`config.mk`:
```
export PLATFORM = sky130hd
export DESIGN_NAME = stage_fetch
export DESIGN_NICKNAME = d
export VERILOG_FILES = /design/src/rtl/cpu_defs.sv /design/src/rtl/fetch_hold_buffer.sv /design/src/rtl/reg_async_reset.sv /design/src/rtl/stage_fetch.sv
export SDC_FILE = /design/constraint.sdc
export NUM_CORES = 1
export LEC_CHECK = 0
export CAP_MARGIN = 20
export CORE_AREA = 5 5 142 144
export CTS_CLUSTER_DIAMETER = 150
export DETAILED_ROUTE_END_ITERATION = 8
export DIE_AREA = 0 0 147 149
export PLACE_DENSITY = 0.6
export SKIP_LAST_GASP = 1
export SYNTH_ARGS = -nofsm -noshare
export SYNTH_HDL_FRONTEND = slang
export SYNTH_SLANG_ARGS = --single-unit
```
`constraint.sdc`:
```
create_clock -name clk -period 3.9 [get_ports clk]
set_input_delay 0.585 -clock clk [delete_from_list [all_inputs] [get_ports clk]]
set_output_delay 0.585 -clock clk [all_outputs]
set_load 0.01 [all_outputs]
```
`src/rtl/cpu_defs.sv`:
```
// Shared fetch/decode definitions: instruction opcodes, the NOP word and fetch FSM states.
package cpu_defs;

  localparam logic [4:0]  INSTR_NO_OP = 5'd0;
  localparam logic [4:0]  INSTR_JUMP  = 5'd6;
  localparam logic [4:0]  INSTR_HALT  = 5'd7;
  localparam logic [31:0] NOP_WORD    = 32'h0;

  typedef enum logic [1:0] {
    ST_BOOT     = 2'd0,
    ST_RUN      = 2'd1,
    ST_REDIRECT = 2'd2,
    ST_HALT     = 2'd3
  } fetch_state_t;

endpackage

```
`src/rtl/fetch_hold_buffer.sv`:
```
// One-entry hold buffer and output mux: captures the presented word on the first stalled cycle.
// Zero-latency mux; while stalled the held word is replayed so the output stays stable.
module fetch_hold_buffer
  import cpu_defs::*;
(
  input  logic        clk,
  input  logic        rst,
  input  logic        run,
  input  logic        stall,
  input  logic        clear,
  input  logic [31:0] rdata,
  output logic [31:0] instr
);

  logic [31:0] hold_reg;
  logic        hold_valid;
  logic        capture;

  // Only the first stalled cycle captures; later stall cycles keep the original word.
  assign capture = run && stall && !hold_valid;

  reg_async_reset #(.W(32), .RST_VAL(NOP_WORD)) u_hold_reg (
    .clk (clk),
    .rst (rst),
    .en  (capture),
    .d   (rdata),
    .q   (hold_reg)
  );

  reg_async_reset #(.W(1), .RST_VAL(1'b0)) u_hold_valid (
    .clk (clk),
    .rst (rst),
    .en  (capture || clear),
    .d   (!clear),
    .q   (hold_valid)
  );

  assign instr = !run      ? NOP_WORD :
                 hold_valid ? hold_reg : rdata;

endmodule

```
`src/rtl/reg_async_reset.sv`:
```
// Enabled register with asynchronous active-high reset to RST_VAL.
// Latency 1 cycle; holds its value while en is low.
module reg_async_reset #(
  parameter int unsigned      W       = 32,
  parameter logic [W-1:0]     RST_VAL = '0
) (
  input  logic         clk,
  input  logic         rst,
  input  logic         en,
  input  logic [W-1:0] d,
  output logic [W-1:0] q
);

  always_ff @(posedge clk or posedge rst) begin
    if (rst) begin
      q <= RST_VAL;
    end else if (en) begin
      q <= d;
    end
  end

endmodule

```
`src/rtl/stage_fetch.sv`:
```
// Fetch stage: owns the PC, reads a synchronous imem, resolves decode redirects and halts.
// Address-to-output 1 cycle; stall freezes PC and replays the held word; taken jump costs squash + 1 bubble.
module stage_fetch
  import cpu_defs::*;
#(
  parameter logic [31:0] RESET_PC = 32'h0,
  parameter logic [31:0] PC_INCR  = 32'd1
) (
  input  logic        clk,
  input  logic        rst,
  input  logic        stall,
  input  logic [4:0]  decode_instruction_type,
  input  logic [31:0] forwarded_jump_condition,
  input  logic [31:0] forwarded_jump_address,
  output logic [31:0] imem_raddr,
  output logic        imem_ren,
  input  logic [31:0] imem_rdata,
  output logic [31:0] current_instruction,
  output logic [31:0] fetch_pc,
  output logic        squash,
  output logic        halted
);

  fetch_state_t state;
  logic [31:0]  pc;
  logic [31:0]  pc_d;
  logic         pc_en;
  logic         fetch_pc_en;
  logic         run;
  logic         taken;
  logic         halt_now;
  logic         advance;
  logic         hold_clear;

  assign run   = (state == ST_RUN);
  assign taken = (decode_instruction_type == INSTR_JUMP) &&
                 (forwarded_jump_condition != 32'h0) && !stall;

  // A taken jump outranks a HALT word sitting in the output slot.
  assign halt_now    = run && !stall && !taken && (current_instruction[4:0] == INSTR_HALT);
  assign advance     = run && !stall && !taken && !halt_now;
  assign fetch_pc_en = advance || (state == ST_REDIRECT);
  assign hold_clear  = run && (taken || advance);

  always_comb begin
    pc_en = 1'b0;
    pc_d  = pc + PC_INCR;
    case (state)
      ST_BOOT, ST_REDIRECT: pc_en = 1'b1;
      ST_RUN: begin
        if (taken) begin
          pc_en = 1'b1;
          pc_d  = forwarded_jump_address;
        end else begin
          pc_en = advance;
        end
      end
      default: pc_en = 1'b0;
    endcase
  end

  reg_async_reset #(.W(32), .RST_VAL(RESET_PC)) u_pc (
    .clk (clk),
    .rst (rst),
    .en  (pc_en),
    .d   (pc_d),
    .q   (pc)
  );

  reg_async_reset #(.W(32), .RST_VAL(RESET_PC)) u_fetch_pc (
    .clk (clk),
    .rst (rst),
    .en  (fetch_pc_en),
    .d   (pc),
    .q   (fetch_pc)
  );

  fetch_hold_buffer u_hold (
    .clk   (clk),
    .rst   (rst),
    .run   (run),
    .stall (stall),
    .clear (hold_clear),
    .rdata (imem_rdata),
    .instr (current_instruction)
  );

  always_ff @(posedge clk or posedge rst) begin
    if (rst) begin
      state <= ST_BOOT;
    end else begin
      case (state)
        ST_BOOT:     state <= ST_RUN;
        ST_RUN: begin
          if (taken) begin
            state <= ST_REDIRECT;
          end else if (halt_now) begin
            state <= ST_HALT;
          end
        end
        ST_REDIRECT: state <= ST_RUN;
        default:     state <= ST_HALT;
      endcase
    end
  end

  always_comb begin
    imem_ren = 1'b1;
    case (state)
      ST_RUN:  imem_ren = !stall;
      ST_HALT: imem_ren = 1'b0;
      default: imem_ren = 1'b1;
    endcase
  end

  assign imem_raddr = pc;
  assign squash     = taken && (state != ST_HALT);
  assign halted     = (state == ST_HALT);

endmodule

```
* Word-level counts from Yosys, hierarchy flattened *
Cells that the tools add are included.

operators by class
  reduce and logical (&&, ||, !) cells = 21
  muxes and demuxes = 10
  add/sub/neg operators = 1
  equal/unequal tests = 7

operator list
  cell                   number
  $mux 32                4
  $add 32x1->32 const B  1
  $reduce_bool 32->1     1
  $eq 5x3->1 const B     2
  $logic_and 1x1->1      10
  $logic_not 1->1        5
  $eq 2x2->1 const B     2
  $mux 2                 2
  $pmux 1 s2             2
  $pmux 2 s2             1
  $logic_or 1x1->1       3
  $ne 3x1->1 const B     1
  $eq 2x1->1 const B     1
  $logic_not 2->1        1
  $ne 2x2->1 const B     1
  $reduce_or 2->1        1
  $mux 1                 1

word-level totals
  output and inout port bits = 99
  word-level logic and storage cells = 44
  input port bits = 104
  flip-flop bits (word level) = 99

* Depth between registers and ports, before layout *
Gate-level depths: netlist of the first run.

  depth after elaboration = 11
  gate-level depth with buffers = 9
  gate-level depth less buffers = 6

* Modules after synthesis *
From an unflattened synthesis of the first run, not the netlist that was laid out.

unflattened totals
  cell total of the unflattened synthesis = 483
  area, all modules = 5930.7 µm²

modules (own cells, without submodules)
  module                                 instances  cells each  area an instance (µm²)  sequential area each (µm²)
  reg_async_reset (u_fetch_pc ...)       3          69          1348.8                  800.8
  stage_fetch                            1          199         1233.7                  50.0
  fetch_hold_buffer                      1          74          606.8                   0.0
  reg_async_reset (u_hold.u_hold_valid)  1          3           43.8                    25.0

* Worst setup path after synthesis of the first run *
OpenSTA, ideal clock, no wires.

  path kind = input port to output port
  from = input port decode_instruction_type[4]
  to = output port squash
  stages on the path = 5
  data arrival time = 1.807 ns
  buffers on the path = 1
  data required time = 3.315 ns
  slack = 1.508 ns
  path through = nor4b_1 and2_1 a21bo_2 clkbuf_1 nor3_1

between the ends
  longest elaborated chain between the ends = 4

RTL lines
  what               RTL line            RTL
  start, declared    stage_fetch.sv:12   input logic [4:0] decode_instruction_type,
  $eq 5x3->1         stage_fetch.sv:36   assign taken = (decode_instruction_type == INSTR_JUMP) &&
  $logic_and 1x1->1  stage_fetch.sv:36
  $logic_and 1x1->1  stage_fetch.sv:37   (forwarded_jump_condition != 32'h0) && !stall;
  $logic_and 1x1->1  stage_fetch.sv:117  assign squash = taken && (state != ST_HALT);
  end, declared      stage_fetch.sv:20   output logic squash,

No other way between the ends.

* Worst setup path in the final report of the first run *
  from = input port decode_instruction_type[2]
  to = output port squash

Same word-level chain as after synthesis.

==> metrics, run 1 <==
status=finished, final reports clean; final period utilization=84.4%; Syn Nets=619; worst slew pin tran=0.735 ns; Area contributors post-synth=dfrtp_1 (45%), mux2_2 (14%), mux2i_1 (10%); commonest non-fill, non-tap cell in the layout=clkdlybuf4s50_1; initial core utilization=29.6%; Post-synth ARST share=100%; die width=147 µm; Avg Synthesized Cell Area=10.7 µm²; Clock Latency Late Sink=0.35 ns; final hold viol count=0; synth-to-layout area growth=47.9%; final setup fails=0; Crit Path Category=in -> out; largest net degree at the start of global routing=42; final wirelength=18000 µm; sequential share of the synthesized area=45.1%; met2 GRT Util=26.8%; flip-flop and latch area=0.00248 mm²; Post-synth EDFFs=0; Critical Path Fanout Max=2; Antenna Violating Nets Remaining=0; initial antenna violation count=1; Worst setup SP type=input pin; Rows=50; synth warn=0; Final Power=5.24 mW; top cell type's share of synthesized area=45.1%; DRC=0; overall routing resource usage=16.1%; Final nets=810; global routing's busiest layer=met2; met3 Use GR=5.50%; clock tree root driver cell=clkbuf_16; CTS buffer count=9; Multi-input gate area=0.00277 mm²; CTS resizes=0; Req. time, crit path=3.31 ns; Yosys cell types=52; fin. max-slew vios=0; Mapped Cells=514; P_leak=3.32 nW; setup repair after global routing missed its margin=no; PwrDens=646 mW/mm²; Switching Fraction=35.0%; switching power=1.84 mW; drt first pass iters=4; Port Buffers=202; total congestion overflow=0; sequential power share=35.1%; wire per inst=19.0 µm; final worst slack=0.607 ns; maximum vdd ir drop=236 µV; I/O pin count=203; internal power=3.41 mW; CTS tree=built; final worst path period need=3.29 ns; DP HPWL=13400 µm; Top FF cell, synth=dfrtp_1; Core Box Area=0.0186 mm²; htree depth=3; share of layout cells above drive strength 1=16.1%; Die Footprint=0.0219 mm²; vias post-DR=4988; Max Freq=304 MHz; Longest Clk Path Bufs=2; final core occ=43.7%; Worst-path clk slew=0.07 ns; setup TNS=0 ns; most frequent cells in the layout=clkdlybuf4s50_1 (202), dfrtp_1 (98), mux2_2 (66), mux2i_1 (57), nor2_1 (46); critical path data arrival time=2.71 ns; HP Class=reg -> reg; DIE HEIGHT=149 µm; initial drt markers=233; post-CTS setup buffers=0; met1 global-route usage=20.7%; hold_buf cts=0; fill count=1749; synthesized cell area=0.00549 mm²; fin cells=945; Clock Skew=0.00540 ns; post-synth top area cell=dfrtp_1; CP endpoint kind=primary output; register bit total from synthesis=99; max_cap viols=0; combinational cell fraction of total power=46.9%; RePlAce Congestion=0.823; DP Cell Count=928; DP Worst Slack=0.566 ns; vias per cell=5.28; global-route wire length before repair=28600 µm; Rel. slew slack=50.6%; Clk pwr share=18.0%; vias in the first global route=5257; clk sinks=99
-- final timing paths --
kind                                            start                       to  slack, ns  cells past startpoint
max                        decode_instruction_type[2]                   squash       0.61                      6
min                           u_hold.u_hold_reg.q[25]  u_hold.u_hold_reg.q[25]       0.51                      1
max reg2reg                                 u_pc.q[1]               u_pc.q[28]       1.13                      6
min reg2reg                   u_hold.u_hold_reg.q[25]  u_hold.u_hold_reg.q[25]       0.51                      1
max in group asynchronous                         rst               u_pc.q[20]       2.43                      3
min in group asynchronous                         rst  u_hold.u_hold_reg.q[23]       0.63                      2
-- logic make-up after synthesis --
logic type	share of synthesized area, %
AND/OR/NAND/NOR	13.6
AO/OA/AOI/OAI	12.3
multiplexers	23.9
flip-flops	45.1
adder cells (fa/ha/maj)	0.228
buffers and inverters	4.83
-- cell usage after synthesis, types with 2 or more instances --
cell type and count:
nor3_1 21, a2bb2oi_1 6, o21ai_0 2, inv_1 23
or3_1 2, a221o_1 2, nand4_2 2, o22ai_1 4
clkbuf_2 2, nor2_1 46, o221ai_1 22, dfrtp_1 99
a221oi_1 5, buf_2 15, a21oi_1 5, clkbuf_1 20
and2_1 2, a211oi_1 3, nor3b_1 2, mux2i_1 57
a22oi_1 7, buf_1 4, nor4_1 15, nand3_1 13
or4_1 3, nand4_1 7, o2bb2ai_1 14, and3_1 4
mux2_2 66, and4_1 5, nand2_1 15
-- critical path: stages --
cell and delay (ns):
clkdlybuf4s50_1 0.46, nor4b_1 0.41, and2_1 0.21, a21bo_2 0.24, nor3_1 0.20, clkdlybuf4s50_1 0.61
-- power by group through the flow --
| stage | Clock [mW] | Combinational, mW | Sequential (mW) |
|---|---|---|---|
| 2_1_floorplan | 0 | 1.20 | 1.84 |
| 6_report | 0.942 | 2.46 | 1.84 |
| 4_1_cts | 0.971 | 2.50 | 1.85 |
| 3_3_place_gp | 0 | 2.46 | 1.84 |
| 5_1_grt | 1.01 | 2.66 | 1.92 |
| 3_5_place_dp | 0 | 2.49 | 1.86 |
-- registers in the layout, summed over array words and instances (netlist names) --
| signal | cells |
|---|---|
| u_fetch_pc.q | 32 |
| u_hold.u_hold_reg.q | 32 |
| u_pc.q | 32 |
| state | 2 |
| u_hold.u_hold_valid.q | 1 |
-- routing by layer --
layer	share of wire [%]	wire length [µm]
met5	0	0
met4	0.96	172
met3	8.0	1440
met2	47	8520
met1	44	7870
-- cell type report --
cell class                      count  area share, %
Tap cell                          234           3.60
Sequential cell                    99           30.5
Clock inverter                      5          0.739
Antenna cell                        1         0.0308
Timing Repair Buffer              221           26.8
Inverter                           24           1.14
Multi-Input combinational cell    350           34.0
Clock buffer                       11           3.11
-- metrics by stage --
stage          hold WS [ns]  instance area [µm²]
2_1_floorplan         0.480                 5490
5_1_grt               0.519                 8120
4_1_cts               0.507                 8120
3_5_place_dp          0.491                 7810
6_report              0.506                 8120
3_3_place_gp          0.489                 7810
Power figures use the tool's default switching activity.
==> run 2: changes to the inputs <==
==> constraint.sdc (replaced) <==
create_clock -name clk -period 3.3 [get_ports clk]
set_input_delay 0.495 -clock clk [delete_from_list [all_inputs] [get_ports clk]]
set_output_delay 0.495 -clock clk [all_outputs]
set_load 0.01 [all_outputs]
==> run 2 against run 1 <==
- first-iteration DRC count up 1.3%
- utilization rose by 0.43 points
- hold slack hardly changed
- register-to-register slack got worse by 0.40 ns
- critical endpoint unchanged
- highest routed layer unchanged
==> metrics, run 2 (synthesis gave the netlist of run 1 again) <==
CP cell instances=clkdlybuf4s50_1 -> nor4b_2 -> and2_1 -> a21bo_2 -> nor3_1 -> clkdlybuf4s50_1; Clock Skew=0.00985 ns (+0.00446 ns); Critical Path Fanout Max=2 (unchanged); maximum vdd ir drop=284 µV (+20%); RePlAce Congestion=0.832 (+1.2%); Req. time, crit path=2.80 ns (-0.51 ns); FF-to-FF setup slack=0.73 ns (-0.40 ns); drt first pass iters=5 (+1); I/O pin count=203 (unchanged); flip-flop and latch area=0.00248 mm² (unchanged); most frequent CP cell=clkdlybuf4s50_1; critical path data arrival time=2.47 ns (-0.24 ns); synth-to-layout area growth=49.3%; P_leak=3.36 nW (+1.2%); fin area=0.00820 mm² (+0.99%); share of layout cells above drive strength 1=17.1% (+1.1 points); clk sinks=99 (unchanged); overall routing resource usage=16.4% (+0.28 points); hold_buf cts=0 (unchanged); total congestion overflow=0 (unchanged); htree depth=3 (unchanged); Die Footprint=0.0219 mm² (unchanged); initial core utilization=29.6% (unchanged); largest delay contributor family on the critical path=buffers and inverters; vias in the first global route=5215 (-0.80%); commonest non-fill, non-tap cell in the layout=clkdlybuf4s50_1; Post-DP Area=0.00789 mm² (+1.1%); met3 Use GR=4.47% (-1.0 points); met1 global-route usage=21.6% (+0.89 points); CTS buffer count=9 (unchanged); final wirelength=18400 µm (+1.9%); die width=147 µm (unchanged); Antenna Violating Nets Remaining=0 (unchanged); Rows=50 (unchanged); DP HPWL=13700 µm (+2.1%); Max Freq=338 MHz; Crit-path slowest cell=clkdlybuf4s50_1; initial drt markers=236 (+1.3%); setup repair after global routing missed its margin=no; wire per inst=19.3 µm (+1.1%); Worst setup SP type=input pin; final hold viol count=0 (unchanged); Final Power=6.21 mW (+18%); met2 GRT Util=27.0% (+0.16 points); Core Box Area=0.0186 mm² (unchanged); Port Buffers=202 (unchanged); Crit Path Category=in -> out; Crit path buffers/inverters=2 (unchanged); fin. max-slew vios=0 (unchanged); most frequent cells in the layout=clkdlybuf4s50_1 (202), dfrtp_1 (98), mux2_2 (66), mux2i_1 (57), nor2_1 (46); max_cap viols=0 (unchanged); Final nets=818 (+0.99%); final setup fails=0 (unchanged); worst slew pin tran=0.730 ns (-0.00561 ns); status=finished, final reports clean; Longest Clk Path Bufs=2 (unchanged); DRC=0 (unchanged); initial antenna violation count=1 (unchanged); biggest regs=u_fetch_pc.q: 32 flops, u_hold.u_hold_reg.q: 32 flops, u_pc.q: 32 flops; Rel. slew slack=51.4% (+0.70 points); vias per cell=5.28 (+0.11%); Clock Latency Late Sink=0.35 ns (about the same); setup TNS=0 ns (unchanged); PwrDens=757 mW/mm² (+17%); vias post-DR=5036 (+0.96%); clock tree root driver cell=clkbuf_16; CTS tree=built; HP Class=reg -> reg; largest net degree at the start of global routing=57 (+36%); largest stage delay on the critical path=0.60 ns (about the same); global-route wire length before repair=28900 µm (+0.87%); DIE HEIGHT=149 µm (unchanged); CP endpoint kind=primary output; Worst-path clk slew=0.07 ns (about the same); Multi-input gate area=0.00277 mm² (+0.23%); final period utilization=89.8%; final worst path period need=2.96 ns; global routing's busiest layer=met2; fill count=1717 (-1.8%)
[run 2: cell types whose count changed in the layout (fill, tap and decap cells not counted)]
cell	change
buf_4	+6
buf_12	+2
clkbuf_8	-2
clkinv_4	+1
clkinvlp_4	+1
nor4b_1	-1
nor4b_2	+1
[run 2: timing repair]
action | 4_1_cts | 5_1_grt
setup endpoints to repair | 0 | 1
buffers inserted | 0 | 0
endpoints found under the hold margin | 0 | 0
gates resized for setup | 0 | 1
[run 2: worst register-to-register path, cell delays in order (launching register included)]
cell and delay (ns):
dfrtp_1 0.43, nand2b_1 0.41, nor2_1 0.20, nand4bb_1 0.42, a32oi_2 0.37, buf_12 0.25
mux2_2 0.38
[run 2: area by class of cell]
type | count | area share, %
Multi-Input combinational cell | 350 | 33.8
Sequential cell | 99 | 30.2
Clock inverter | 7 | 0.931
Tap cell | 234 | 3.57
Inverter | 24 | 1.13
Antenna cell | 1 | 0.0305
Clock buffer | 9 | 2.75
Timing Repair Buffer | 229 | 27.6
[run 2: report_power, final]
group          internal (mW)  switching, mW
Combinational           1.70           1.26
Sequential              1.71          0.462
Clock                  0.592          0.494
Total                   4.00           2.21
[run 2: routing by layer]
| layer | wire length [µm] | share of wire (%) | up-vias |
|---|---|---|---|
| met5 | 0 | 0 | - |
| met4 | 259 | 1.4 | 0 |
| met3 | 1320 | 7.2 | 19 |
| met2 | 8610 | 47 | 217 |
| met1 | 8160 | 44 | 2466 |
| li1 | - | - | 2334 |
[run 2: worst paths after layout]
| check | from | endpoint | cells past startpoint |
|---|---|---|---|
| worst max-delay path | decode_instruction_type[4] | squash | 6 |
| worst min-delay path | u_hold.u_hold_reg.q[14] | u_hold.u_hold_reg.q[14] | 1 |
| worst max register to register | state[1] | u_fetch_pc.q[30] | 6 |
| worst min register to register | u_hold.u_hold_reg.q[14] | u_hold.u_hold_reg.q[14] | 1 |
| max in group asynchronous | rst | u_fetch_pc.q[14] | 3 |
| min in group asynchronous | rst | u_hold.u_hold_reg.q[23] | 2 |
[run 2: stage by stage]
step	cells	utilization (%)	worst slack, ns	hold WS [ns]
after global routing	953	44.1	0.165	0.520
after CTS	952	44.1	0.158	0.511
after detailed placement	936	42.5	0.167	0.494
after floorplan	514	-	0.215	0.480
after global placement	936	42.5	0.0932	0.488
final	953	44.1	0.338	0.506
==> patch 1 (flow settings as in run 1) <==
Make the reset (`rst`) synchronous in 2 clocked blocks. Comments in the files are not updated.
--- a/src/rtl/reg_async_reset.sv
+++ b/src/rtl/reg_async_reset.sv
@@ -11,7 +11,7 @@
   output logic [W-1:0] q
 );
 
-  always_ff @(posedge clk or posedge rst) begin
+  always_ff @(posedge clk) begin
     if (rst) begin
       q <= RST_VAL;
     end else if (en) begin
--- a/src/rtl/stage_fetch.sv
+++ b/src/rtl/stage_fetch.sv
@@ -85,7 +85,7 @@
     .instr (current_instruction)
   );
 
-  always_ff @(posedge clk or posedge rst) begin
+  always_ff @(posedge clk) begin
     if (rst) begin
       state <= ST_BOOT;
     end else begin
Formal check against the unedited RTL: differs if rst is asserted again (counterexample within 4 cycles, from zero or initial values and one cycle with rst high); with rst held inactive, the same outputs for 10 cycles.
==> patch 1 against run 1 <==
Fmax grew 6.3%; sequential cell count unchanged; cell count is 17% higher; routed wire length shrank 0.58%; synthesized area down 9.2%; count of clock-buffer cells in the layout stayed put; setup slack improved by 190 ps; cell area decreased by 7.4%; critical path type unchanged; largest cell class unchanged.
Power is not compared: it rests on default switching activity, and its combinational part moved more than twofold at a synthesized area within 25%.
==> patch 1: results (changes against run 1) <==
[worst_setup_path]
path_delay_family = buffers and inverters
cpMaxStageDelayCell = clkdlybuf4s50_1
rrSetupSlack_ps = 1320  ; +190 ps
reg2reg_from = u_pc.q[2]$_SDFFE_PP0P_
slowest_delay_ps = 500  ; -110 ps
worstReg2RegEnd = u_pc.q[19]$_SDFFE_PP0P_
arrival_ps = 2510  ; -200 ps
path_max_fanout = 4  ; +2

[synth]
ys_async_sr_fraction = 0  ; -1.000
ys.flop_type = dfxtp_1
yosysUniqueCellTypes = 48  ; -7.7%
syn-num-nets = 789  ; +27%
ys_seq_area_frac = 0.3973  ; -0.05373
synthCells = 684  ; +33%
synthAdderAreaFrac = 0.002508  ; +0.0002302
synth_commonest_cells = nand2_1 (161), a21oi_1 (101), dfxtp_1 (99), nor2_1 (54), o21ai_0 (44)
synthMuxAreaShare = 0.06421  ; -0.1750
yosys.area.top_type_share = 0.3973  ; -0.05373
ys_top_cells_by_area = dfxtp_1 (40%), nand2_1 (12%), a21oi_1 (10%), mux2i_1 (6.4%), o21ai_0 (4.4%)
synth-compound-area-share = 0.2082  ; +0.08517

[hold_path]
hold_path_end = u_fetch_pc.q[26]$_SDFFE_PP0P_
whs_path_depth = 2  ; +1
hold_start = u_fetch_pc.q[26]$_SDFFE_PP0P_

[outcome]
status = completed

[grt]
grt_pass1_wl_mm = 28.28  ; -1.2%
grt_pass1_vias = 5153  ; -2.0%
grt_max_degree = 65  ; +55%
met2_usage = 0.2600  ; -0.008527
grt_util_all_layers = 0.1588  ; -0.002632
use_met3 = 0.04679  ; -0.008204
grt_use_met1 = 0.2054  ; -0.001536

[place]
place_congestion = 0.7798  ; -5.2%
dpl_worst_slack_ps = 652.6  ; +86.65 ps
dpl.hpwl_mm = 12.85  ; -4.1%
placed_cell_area_um2 = 7248  ; -7.1%

[clock_network]
path_clk_slew_ps = 60
cts_buffer_depth = 2  ; unchanged

[detailed_routing]
drtPass1Iterations = 5  ; +1
drtIter0Drc = 272  ; +17%
top_layer = met5
wl_met1_mm = 8.313  ; +5.6%
viasPerCell = 4.881  ; -7.5%
wl_met2_mm = 8.308  ; -2.4%
wl_per_cell_um = 16.24  ; -15%
routed-wl-met3_mm = 1.087  ; -25%

[layout]
fillers = 1922  ; +9.9%
diodes = 0  ; -1
seq_area_um2 = 1983  ; -20%
layout.cells.non_filler = 1102  ; +17%
fin_nets = 969  ; +20%
drive_above_1_share = 0.05184  ; -0.1087

[timing]
worst_pin_slew_ps = 988.7  ; +253.4 ps
whs_ps = 450.9  ; -55.12 ps
fin_worst_skew_ps = 8.625  ; +3.226 ps

[pwr]
p_sw_frac = 0.2549
combinationalPower_mw = 0.334

patch 1: worst max path at each step:
| stage | from | endpoint | slack (ps) | depth (start not counted) |
|---|---|---|---|---|
| floorplan | decode_instruction_type[4] | u_pc.q[22]$_SDFFE_PP0P_ | 1500 | 6 |
| global placement | decode_instruction_type[4] | u_fetch_pc.q[9]$_SDFFE_PP0P_ | 700 | 8 |
| detailed placement | decode_instruction_type[4] | u_fetch_pc.q[12]$_SDFFE_PP0P_ | 650 | 8 |
| CTS | forwarded_jump_condition[17] | squash | 750 | 6 |
| global route | forwarded_jump_condition[17] | squash | 630 | 6 |
| finish | forwarded_jump_condition[17] | squash | 800 | 6 |
patch 1: cell type report:
cell class              count  area share
clock buffers              11     0.03228
clock inverters             4    0.003661
inverters                   4    0.001997
multi-input cells         533      0.3758
flip-flops and latches     99      0.2638
well taps                 234     0.03894
repair buffers            217      0.2836
patch 1: cell families after synthesis:
group	count (synthesis)
buf+inv	52
compound gates	183
simple gates	317
mux	32
flops	99
fa+ha+maj	1
==> patch 2 (settings of run 1) <==
Made on the original files. Encoding of `fetch_state_t`: now Gray code (2 bits for 4 states).
--- a/src/rtl/cpu_defs.sv
+++ b/src/rtl/cpu_defs.sv
@@ -7,10 +7,10 @@
   localparam logic [31:0] NOP_WORD    = 32'h0;
 
   typedef enum logic [1:0] {
-    ST_BOOT     = 2'd0,
-    ST_RUN      = 2'd1,
-    ST_REDIRECT = 2'd2,
-    ST_HALT     = 2'd3
+    ST_BOOT     = 2'b00,
+    ST_RUN      = 2'b01,
+    ST_REDIRECT = 2'b11,
+    ST_HALT     = 2'b10
   } fetch_state_t;
 
 endpackage
Check against the original RTL: same outputs for any inputs over 10 cycles, from zero or initial values and one cycle with rst high; not proved beyond that.
==> patch 2 against run 1 <==
Synthesized area increased by 5.3%; setup slack better by 5.9 ps; routed wire length grew 0.84%; via count is 1.2% lower; non-clock buffer count is 8 lower; sequential cell count unchanged; cell area up 2.4%.
Power is not compared: it rests on default switching activity, and its combinational part moved more than twofold at a synthesized area within 25%.
==> patch 2: results (changes against run 1) <==
[layout]
n_all_inverters = 11  ; -54%
num-multi-input-gates = 369  ; +5.4%
n_clock_buffer = 10  ; -1
fin_nets = 811  ; +0.12%
buffers_excl_clock = 213  ; -3.6%
multi_input_area_share = 0.3694  ; +0.02888
diodes = 0  ; -1
drive_above_1_share = 0.1709  ; +0.01034
final-clk-cell-share = 0.03733  ; -0.001188
top_regs = u_fetch_pc.q: 32 flops, u_hold.u_hold_reg.q: 32 flops, u_pc.q: 32 flops
nonClkBufAreaFrac = 0.2547  ; -0.01340
fillers = 1715  ; -1.9%

[worst_setup_path]
worstReg2RegEnd = u_pc.q[14]$_DFFE_PP0P_
reg2reg_from = state[1]$_DFFE_PP0P_
arrival_ps = 2700  ; about the same
rrSetupSlack_ps = 940  ; -190 ps
cp-startpoint = forwarded_jump_condition[18]
slowest_delay_ps = 500  ; -110 ps
reg2reg_depth = 9  ; +3
path_max_fanout = 5  ; +3
crit_end = squash

[grt]
grt_pass1_wl_mm = 29.17  ; +1.9%
grt_pass1_vias = 5471  ; +4.1%
grt_max_degree = 53  ; +26%
met2_usage = 0.2754  ; +0.006914
grt_use_met1 = 0.2059  ; -0.0009760
grt_util_all_layers = 0.1652  ; +0.003711
antenna_found_initial = 0  ; -1
grt.overflow.total = 0  ; unchanged
use_met3 = 0.05439  ; -0.0006077

[place]
dpl.hpwl_mm = 13.84  ; +3.3%
place_congestion = 0.8599  ; +4.5%
dpl_worst_slack_ps = 607.1  ; +41.16 ps

[timing]
worst_pin_slew_ps = 806.3  ; +71.01 ps
fmax_ghz = 0.3042  ; +0.18%
fin_worst_skew_ps = 6.906  ; +1.507 ps

[synth]
synth_commonest_cells = dfrtp_1 (99), mux2i_1 (59), nor2_1 (44), mux2_2 (36), mux2_4 (31)
ys_top_cells_by_area = dfrtp_1 (43%), mux2i_1 (10%), mux2_4 (8.0%), mux2_2 (7.0%), nor2_1 (2.9%)
yosysUniqueCellTypes = 62  ; +19%
synth-compound-area-share = 0.1019  ; -0.02110
synthMuxAreaShare = 0.2527  ; +0.01352
synthAdderAreaFrac = 0.008654  ; +0.006376
ys_seq_area_frac = 0.4284  ; -0.02264

[detailed_routing]
viasPerCell = 5.232  ; -0.87%
wl_met2_mm = 8.670  ; +1.8%
wl_met1_mm = 7.711  ; -2.0%
wl_mm = 18.15  ; +0.84%
drtIter0Drc = 305  ; +31%
routed-wl-met3_mm = 1.512  ; +4.9%

[hold_path]
hp-class = reg -> reg
hold_path_end = u_hold.u_hold_reg.q[17]$_DFFE_PP0P_

[clock_network]
cts_buffers = 9  ; unchanged
post_cts_buffers = 0  ; unchanged

[outcome]
status = completed

## patch 2: cell types whose count changed after synthesis, sizes merged, moves of 6 or more
cell	delta
a22oi	-7
clkbuf	-9
inv	-13
nand2	+6
nor3	-11
nor4	+11
o21ai	+13
o221ai	-22
o2bb2ai	-11
o311ai	+10
## patch 2: metrics by stage
| stage | total power, mW | cells | hold slack (ps) | utilization | cell area, um2 |
|---|---|---|---|---|---|
| 2_1_floorplan | 1.079 | 511 | 479.1 | - | 5783 |
| 3_3_place_gp | 1.208 | 926 | 488.0 | 0.4307 | 8003 |
| 3_5_place_dp | 1.211 | 926 | 495.4 | 0.4307 | 8003 |
| 4_1_cts | 2.167 | 942 | 514.4 | 0.4474 | 8313 |
| 5_1_grt | 2.224 | 942 | 527.9 | 0.4474 | 8313 |
| 6_report | 2.133 | 942 | 509.9 | 0.4474 | 8313 |
